===== config.mk =====
export PLATFORM = sky130hd
export DESIGN_NAME = load_unit
export DESIGN_NICKNAME = d
export VERILOG_FILES = /design/src/rtl/load_unit_pkg.sv /design/src/rtl/load_unit_extract.sv /design/src/rtl/load_unit.sv
export SDC_FILE = /design/constraint.sdc
export NUM_CORES = 1
export LEC_CHECK = 0
export CAP_MARGIN = 10
export CORE_AREA = 3 3 97 99
export CTS_CLUSTER_SIZE = 25
export DETAILED_ROUTE_END_ITERATION = 10
export DIE_AREA = 0 0 100 102
export PLACE_DENSITY = 0.84
export SLEW_MARGIN = 25
export SYNTH_ARGS = -nofsm -noshare
export SYNTH_HDL_FRONTEND = slang
export SYNTH_SLANG_ARGS = --single-unit

===== constraint.sdc =====
create_clock -name clk -period 4 [get_ports clk]
set_input_delay 0.6 -clock clk [delete_from_list [all_inputs] [get_ports clk]]
set_output_delay 0.6 -clock clk [all_outputs]
set_load 0.05 [all_outputs]

===== src/rtl/load_unit_pkg.sv =====
// Shared types for the kakacpu load path: decoded load kinds, load fault codes and
// the load-unit FSM encoding, plus small decode helpers used by the unit.
package load_unit_pkg;

  typedef enum logic [2:0] {
    lk_lb      = 3'd0,
    lk_lh      = 3'd1,
    lk_lw      = 3'd2,
    lk_lbu     = 3'd3,
    lk_lhu     = 3'd4,
    lk_invalid = 3'd7
  } load_kind_t;

  typedef enum logic [1:0] {
    lf_none       = 2'd0,
    lf_misaligned = 2'd1,
    lf_invalid    = 2'd2,
    lf_bus        = 2'd3
  } load_fault_t;

  typedef logic [1:0] ls_state_t;

  localparam ls_state_t ls_idle = 2'd0;
  localparam ls_state_t ls_req  = 2'd1;
  localparam ls_state_t ls_wait = 2'd2;
  localparam ls_state_t ls_done = 2'd3;

  // Encodings 5 and 6 are unused by decode_load and are treated like lk_invalid.
  function automatic logic kind_is_valid(input load_kind_t kind);
    logic ok;
    case (kind)
      lk_lb, lk_lh, lk_lw, lk_lbu, lk_lhu: ok = 1'b1;
      default:                             ok = 1'b0;
    endcase
    return ok;
  endfunction

  function automatic logic is_misaligned(input load_kind_t kind, input logic [1:0] addr_lo);
    logic mis;
    case (kind)
      lk_lh, lk_lhu: mis = addr_lo[0];
      lk_lw:         mis = |addr_lo;
      default:       mis = 1'b0;
    endcase
    return mis;
  endfunction

endpackage


===== src/rtl/load_unit_extract.sv =====
// Lane select and sign/zero extension of a little-endian memory word for one load.
// Purely combinational so it can be exercised on its own.
module load_extract
  import load_unit_pkg::*;
(
  input  load_kind_t  kind_i,
  input  logic [1:0]  addr_lo_i,
  input  logic [31:0] word_i,
  output logic [31:0] data_o
);

  logic [7:0]  byte_w;
  logic [15:0] half_w;

  always_comb begin
    byte_w = word_i[8*addr_lo_i +: 8];
    half_w = addr_lo_i[1] ? word_i[31:16] : word_i[15:0];
    case (kind_i)
      lk_lb:   data_o = {{24{byte_w[7]}}, byte_w};
      lk_lh:   data_o = {{16{half_w[15]}}, half_w};
      lk_lw:   data_o = word_i;
      lk_lbu:  data_o = {24'd0, byte_w};
      lk_lhu:  data_o = {16'd0, half_w};
      default: data_o = 32'd0;
    endcase
  end

endmodule


===== src/rtl/load_unit.sv =====
// Load unit: accepts one load from execute, issues a single word read, and returns the
// extended result (or a fault) to writeback. One load in flight at a time.
module load_unit
  import load_unit_pkg::*;
#(
  parameter int MEM_TIMEOUT = 255
) (
  input  logic        clk,
  input  logic        rst,
  input  logic        req_valid,
  output logic        req_ready,
  input  load_kind_t  req_kind,
  input  logic [31:0] req_addr,
  input  logic [4:0]  req_rd,
  output logic        mem_req_valid,
  input  logic        mem_req_ready,
  output logic [31:0] mem_addr,
  input  logic        mem_rsp_valid,
  input  logic [31:0] mem_rsp_data,
  output logic        wb_valid,
  input  logic        wb_ready,
  output logic [4:0]  wb_rd,
  output logic [31:0] wb_data,
  output load_fault_t wb_fault,
  output ls_state_t   dbg_state
);

  // Handshakes: a transfer happens on a rising edge where valid and ready are both high;
  // a producer holding valid keeps its payload stable until that edge, and never waits
  // on ready before raising valid.

  localparam int            CW       = $clog2(MEM_TIMEOUT + 1);
  localparam logic [CW-1:0] CNT_LAST = CW'(MEM_TIMEOUT - 1);

  ls_state_t   state_q,    state_d;
  load_kind_t  kind_q,     kind_d;
  logic [1:0]  addr_lo_q,  addr_lo_d;
  logic [31:0] mem_addr_q, mem_addr_d;
  logic [4:0]  rd_q,       rd_d;
  logic [31:0] data_q,     data_d;
  load_fault_t fault_q,    fault_d;
  logic [CW-1:0] cnt_q,    cnt_d;

  logic [31:0] ext_data;

  load_extract u_extract (
    .kind_i    (kind_q),
    .addr_lo_i (addr_lo_q),
    .word_i    (mem_rsp_data),
    .data_o    (ext_data)
  );

  always_comb begin
    state_d    = state_q;
    kind_d     = kind_q;
    addr_lo_d  = addr_lo_q;
    mem_addr_d = mem_addr_q;
    rd_d       = rd_q;
    data_d     = data_q;
    fault_d    = fault_q;
    cnt_d      = cnt_q;
    case (state_q)
      ls_idle: begin
        if (req_valid) begin
          kind_d     = req_kind;
          addr_lo_d  = req_addr[1:0];
          mem_addr_d = {req_addr[31:2], 2'b00};
          rd_d       = req_rd;
          data_d     = 32'd0;
          // Invalid and misaligned loads are reported without touching memory.
          if (!kind_is_valid(req_kind)) begin
            fault_d = lf_invalid;
            state_d = ls_done;
          end else if (is_misaligned(req_kind, req_addr[1:0])) begin
            fault_d = lf_misaligned;
            state_d = ls_done;
          end else begin
            fault_d = lf_none;
            state_d = ls_req;
          end
        end
      end
      ls_req: begin
        if (mem_req_ready) begin
          cnt_d   = '0;
          state_d = ls_wait;
        end
      end
      ls_wait: begin
        // A response arriving on the final timeout cycle still counts.
        if (mem_rsp_valid) begin
          data_d  = ext_data;
          fault_d = lf_none;
          state_d = ls_done;
        end else if (cnt_q == CNT_LAST) begin
          data_d  = 32'd0;
          fault_d = lf_bus;
          state_d = ls_done;
        end else begin
          cnt_d = cnt_q + 1'b1;
        end
      end
      default: begin
        if (wb_ready) begin
          state_d = ls_idle;
        end
      end
    endcase
  end

  always_ff @(posedge clk or negedge rst) begin
    if (!rst) begin
      state_q    <= ls_idle;
      kind_q     <= lk_lb;
      addr_lo_q  <= 2'd0;
      mem_addr_q <= 32'd0;
      rd_q       <= 5'd0;
      data_q     <= 32'd0;
      fault_q    <= lf_none;
      cnt_q      <= '0;
    end else begin
      state_q    <= state_d;
      kind_q     <= kind_d;
      addr_lo_q  <= addr_lo_d;
      mem_addr_q <= mem_addr_d;
      rd_q       <= rd_d;
      data_q     <= data_d;
      fault_q    <= fault_d;
      cnt_q      <= cnt_d;
    end
  end

  assign req_ready     = (state_q == ls_idle);
  assign mem_req_valid = (state_q == ls_req);
  assign mem_addr      = mem_addr_q;
  assign wb_valid      = (state_q == ls_done);
  assign wb_rd         = rd_q;
  assign wb_data       = data_q;
  assign wb_fault      = fault_q;
  assign dbg_state     = state_q;

endmodule


# Yosys cells after proc, flatten, opt, wreduce, memory -nomap -nowiden
# Cells that the tools add are included.
[op_classes]
n_addsub = 1
eq_ne = 17
n_shift = 1
muxes = 30
n_reduce_logical = 13
[op_table]
columns = ["operator", "n"]
rows = [
  ["32-bit one-hot mux with 5 select lines", 1],
  ["32-bit 2-to-1 mux", 3],
  ["32-bit one-hot mux with 2 select lines", 1],
  ["32-bit by 6-bit indexed part select with 8-bit output", 1],
  ["8-bit 2-to-1 mux", 3],
  ["2-bit 2-to-1 mux", 10],
  ["16-bit 2-to-1 mux", 1],
  ["8-bit one-hot mux with 2 select lines", 1],
  ["3-bit by 2-bit equality test with 1-bit output (second input constant)", 4],
  ["8-bit by 1-bit adder with 8-bit output (second input constant)", 1],
  ["8-bit equality test (second input constant)", 1],
  ["4-bit AND reduction", 2],
  ["1-bit 2-to-1 mux", 7],
  ["3-bit by 1-bit equality test with 1-bit output (second input constant)", 2],
  ["3-bit equality test (second input constant)", 2],
  ["3-bit logical NOT", 2],
  ["2-bit inequality test (second input constant)", 3],
  ["2-bit one-hot mux with 3 select lines", 1],
  ["5-bit OR reduction", 1],
  ["2-bit equality test (second input constant)", 2],
  ["2-bit one-hot mux with 2 select lines", 1],
  ["2-bit nonzero test", 2],
  ["4-bit nonzero test", 1],
  ["2-bit OR reduction", 2],
  ["other kinds (7)", 7],
]
[totals]
regBits = 84
inputBits = 78
output_inout_bits = 76
elab_cells = 70

# Longest topological paths before layout
[depth]
depth_word = 12
mapped_depth = 8

# Hierarchy
# A second synthesis with hierarchy kept.
[unflattened]
cells_unflattened = 407
hier_area_um2 = 4385.5
[by_module_without_submodules]
columns = ["module", "instances", "cells_each", "area_per_inst_um2", "seq_area_each_um2"]
rows = [
  ["load_unit", 1, 327, 3694.8, 2102.0],
  ["load_extract", 1, 80, 690.7, 0.0],
]

# Least setup slack after synthesis
# No wires, ideal clock.
[synth_path]
path_kind = "register to register"
start = "register state_q[0] (netlist: dbg_state[0])"
end = "register data_q[17] (netlist: wb_data[17])"
setup_time_ps = 65
arrival_ps = 2439
required_ps = 3935
path_slack_ps = 1496
path_stages_with_launch = 8
n_path_buf = 1
period_less_slack_ps = 2504
path_cell_list = "dfrtp_1 -> inv_1 -> ha_1 -> nand2b_1 -> nand3_1 -> nor3_2 -> clkbuf_1 -> a221o_2"
[synth_via]
elab_chain_cells = 3
[synth_rtl]
columns = ["item", "line_no", "text"]
rows = [
  ["from (decl)", "load_unit.sv:35", "ls_state_t state_q, state_d;"],
  ["from (signal assigned)", "load_unit.sv:113", "state_q <= ls_idle;"],
  ["from (signal assigned)", "load_unit.sv:122", "state_q <= state_d;"],
  ["2-bit logical NOT *", "--", ""],
  ["named net req_ready", "load_unit.sv:11", "output logic req_ready,"],
  ["2-bit inequality test (no line) or 2-bit nonzero test (tied branches)", "--", ""],
  ["3-bit AND reduction (no line)", "--", ""],
  ["to (signal assigned)", "load_unit.sv:127", "data_q <= data_d;"],
  ["to (decl)", "load_unit.sv:40", "logic [31:0] data_q, data_d;"],
]
# Mark *: on every way through the listed nets, which the timed path passes. The rest lies on a longest branch.
# A chain may end at the register's enable or synchronous reset.

# Worst setup path after layout
[layout_path]
start = "register addr_lo_q[1]"
end = "register data_q[19] (netlist: wb_data[19])"
[layout_via]
elab_chain_cells = 4
[layout_rtl]
columns = ["item", "line_no", "text"]
rows = [
  ["from (decl)", "load_unit.sv:37", "logic [1:0] addr_lo_q, addr_lo_d;"],
  ["from (signal assigned)", "load_unit.sv:124", "addr_lo_q <= addr_lo_d;"],
  ["32-bit by 6-bit indexed part select with 8-bit output or 16-bit 2-to-1 mux (tied branches)", "load_unit_extract.sv:16, load_unit_extract.sv:17", ""],
  ["32-bit one-hot mux with 5 select lines *", "load_unit_extract.sv:18", "case (kind_i)"],
  ["32-bit 2-to-1 mux *", "load_unit.sv:91", "if (mem_rsp_valid) begin"],
  ["32-bit one-hot mux with 2 select lines *", "load_unit.sv:62", "case (state_q)"],
]
# Mark *: on every way between the ends. The rest lies on a longest branch, timed or not.

==> impl_metrics.yaml <==
global_route:
  antenna_found_initial: 0
  grt_overflow: 0
  pin_count_of_the_biggest_net_entering_global_routing: 85
  grt_first_pass_wirelength_um: 17900
  track_usage: 0.219
  first_global_vias: 3612
layout:
  postLayoutCoreUtil: 0.685
  syn2layout_area_growth_pct: 44.6
  antenna-diode-count: 0
  fin_nets: 579
  post_route_cells_drive_above_1_share: 0.170
  fillerInstances: 642
  post-route-cell-area_um2: 5920
  final-instance-count-excl-fill: 608
critical_path:
  category_of_the_worst_setup_path_capture_point: "flop"
  worstSetupPathType: "reg -> reg"
  timing.critical_path.required_ps: 4280
  worst-endpoint-arrival_ps: 2920
  setup.worst_path.start_class: "flop"
  timing.critical_path.fanout_max: 22
timing:
  tns_ps: 0
  min_period_over_period: 0.660
  worst_slew_margin_rel: 0.279
  max_clock_freq_mhz: 379
  rsz0062_at_grt: "no"
  hold_violations: 0
  hold-worst-slack_ps: 281
  final-setup-viol-count: 0
  finalWorstPathRequiredPeriod_ps: 2640
  worst_clock_skew_ps: 11.8
  tightestPinTransition_ps: 1080
  finalWorstSetupSlack_ps: 1360
  maxSlewViolCount: 0
synth:
  netlist_area_um2: 4090
  synth_top_cell_by_area: "dfrtp_1"
  yosys_most_used_dff: "dfrtp_1"
  synth.yosys.seq_area_share: 0.513
  number_of_synthesized_register_bits: 84
  yosys.area.top_type_share: 0.513
  synth_commonest_cells: "dfrtp_1 (84), mux2_2 (48), nand2_1 (28)"
  synthesis.area_per_instance_um2: 11.7
  synth_warnings: 0
  post_synth_inst_count: 349
  synth_edf_count: 0
  yosysMostFrequentCell: "dfrtp_1"
  synth_cell_type_count: 53
  ys_async_sr_fraction: 1.00
  synthTopCellsByArea: "dfrtp_1 (51%), mux2_2 (13%), nand2_1 (2.6%), a221o_2 (2.5%), mux2i_1 (2.0%)"
placement:
  dp_hpwl_um: 8330
  numPortBuffers: 151
  gp_routability_congestion: 0.876
  place_area_um2: 5680
  place_worst_setup_slack_ps: 1210
  placed_cells_incl_taps: 592
power:
  static-leakage-power_nw: 2.47
  vdd.ir_drop.worst_mv: 0.584
  design_power_total_mw: 5.08
  pwr_density_cell_nw_per_um2: 858
clocking:
  cts_max_level: 3
  max-clock-path-buffers: 2
  tritoncts.num_buffers: 9
  cts.sink_count: 84
  holdBufCountCts: 0
  clockRootBuffer: "clkbuf_8"
  cts-resized-gates: 0
  clkTransAtPathRegs_ps: 80
  clk-insertion-delay-late_ps: 340
  cts_tree: "built"
  postcts_setup_bufs: 0
drt:
  route.antenna.remaining_nets: 0
  dr.first_iter.drc_count: 229
  routed_wl_um: 11200
  wl_per_cell_um: 18.4
  firstDrtPassIters: 5
  vias: 3524
  detail_route.drc_violations: 0
  avgViaCountPerCell: 5.80
floorplanning:
  core-area_um2: 8640
  core.rowCount: 34
  dieHeight_um: 102
  floorplan.initialDensity: 0.474
  die-width_um: 100
  die_area_um2: 10200
  boundary_pins: 154
run:
  cap_viol_max_count: 0
run_status:
  status: "finished clean"
hold_path:
  min-delay-path-class: "in -> async"
-- cell families (layout without fill, tap and decap cells) --
family	Yosys count	in the layout	share of synthesized area
buffers and inverters	26	176	0.0281
multiplexers	56	56	0.152
adder cells (fa/ha/maj)	6	6	0.0183
other	1	2	0.000916
AND/OR/NAND/NOR	85	85	0.107
flip-flops	84	84	0.513
AO/OA/AOI/OAI	84	84	0.166
XOR/XNOR	7	7	0.0150
-- layout by cell type (no fill, tap or decap), drive strengths merged, types with 3 or more instances in the layout --
master,count
nor2b,3
o21ai,8
nand2,28
a22o,8
a221o,16
or2,3
ha,6
o211ai,6
mux2,48
a21oi,6
buf,4
nor3,4
o221ai,7
clkbuf,13
a211o,3
nand3,11
xnor2,6
nor2,16
o31ai,3
a22oi,10
inv,6
nor4,4
mux2i,8
dfrtp,84
nand2b,8
a21boi,6
clkdlybuf4s50,150
-- flip-flops by register name, summed over array words and instances (netlist names) --
signal,flops
cnt_q,8
dbg_state,2
wb_rd,5
wb_data,32
wb_fault,2
kind_q,3
addr_lo_q,2
mem_addr,30
-- per-layer routing --
metal | part of all wire | vias to the layer above | global-route usage
li1 | - | 1596 | -
met4 | 0.013 | 0 | 0.0560
met3 | 0.090 | 15 | 0.0662
met2 | 0.50 | 156 | 0.377
met5 | 0 | - | 0
met1 | 0.40 | 1757 | 0.273
-- critical path, cell delays in order, from the launching register on --
cell and delay [ps]:
dfrtp_1 950, inv_1 140, mux2_2 340, o21a_1 200, nor4_4 720, a221o_2 230
-- where the power goes --
part           switching (mW)  internal (mW)  total (mW)
combinational            1.81           1.13        2.94
clock                   0.298          0.404       0.702
sequential              0.278           1.15        1.43
-- worst paths after layout --
check,to,slack [ps],depth (start not counted),startpoint
min,wb_data[27],280,1,rst
min reg2reg,wb_data[15],500,1,wb_data[15]
max in group asynchronous,kind_q[0],3170,1,rst
min in group clk,wb_data[15],500,1,wb_data[15]
max reg2reg,wb_data[19],1360,5,addr_lo_q[1]
max,wb_data[19],1360,5,addr_lo_q[1]
-- layout make-up --
type | count | area (µm²) | area share
Clock inverter | 3 | 67.6 | 0.0114
Multi-Input combinational cell | 240 | 1890 | 0.319
Tap cell | 108 | 135 | 0.0228
Timing Repair Buffer | 154 | 1540 | 0.259
Clock buffer | 13 | 169 | 0.0285
Inverter | 6 | 22.5 | 0.00381
Sequential cell | 84 | 2100 | 0.355
No activity file was read; power rests on OpenSTA's default activity.
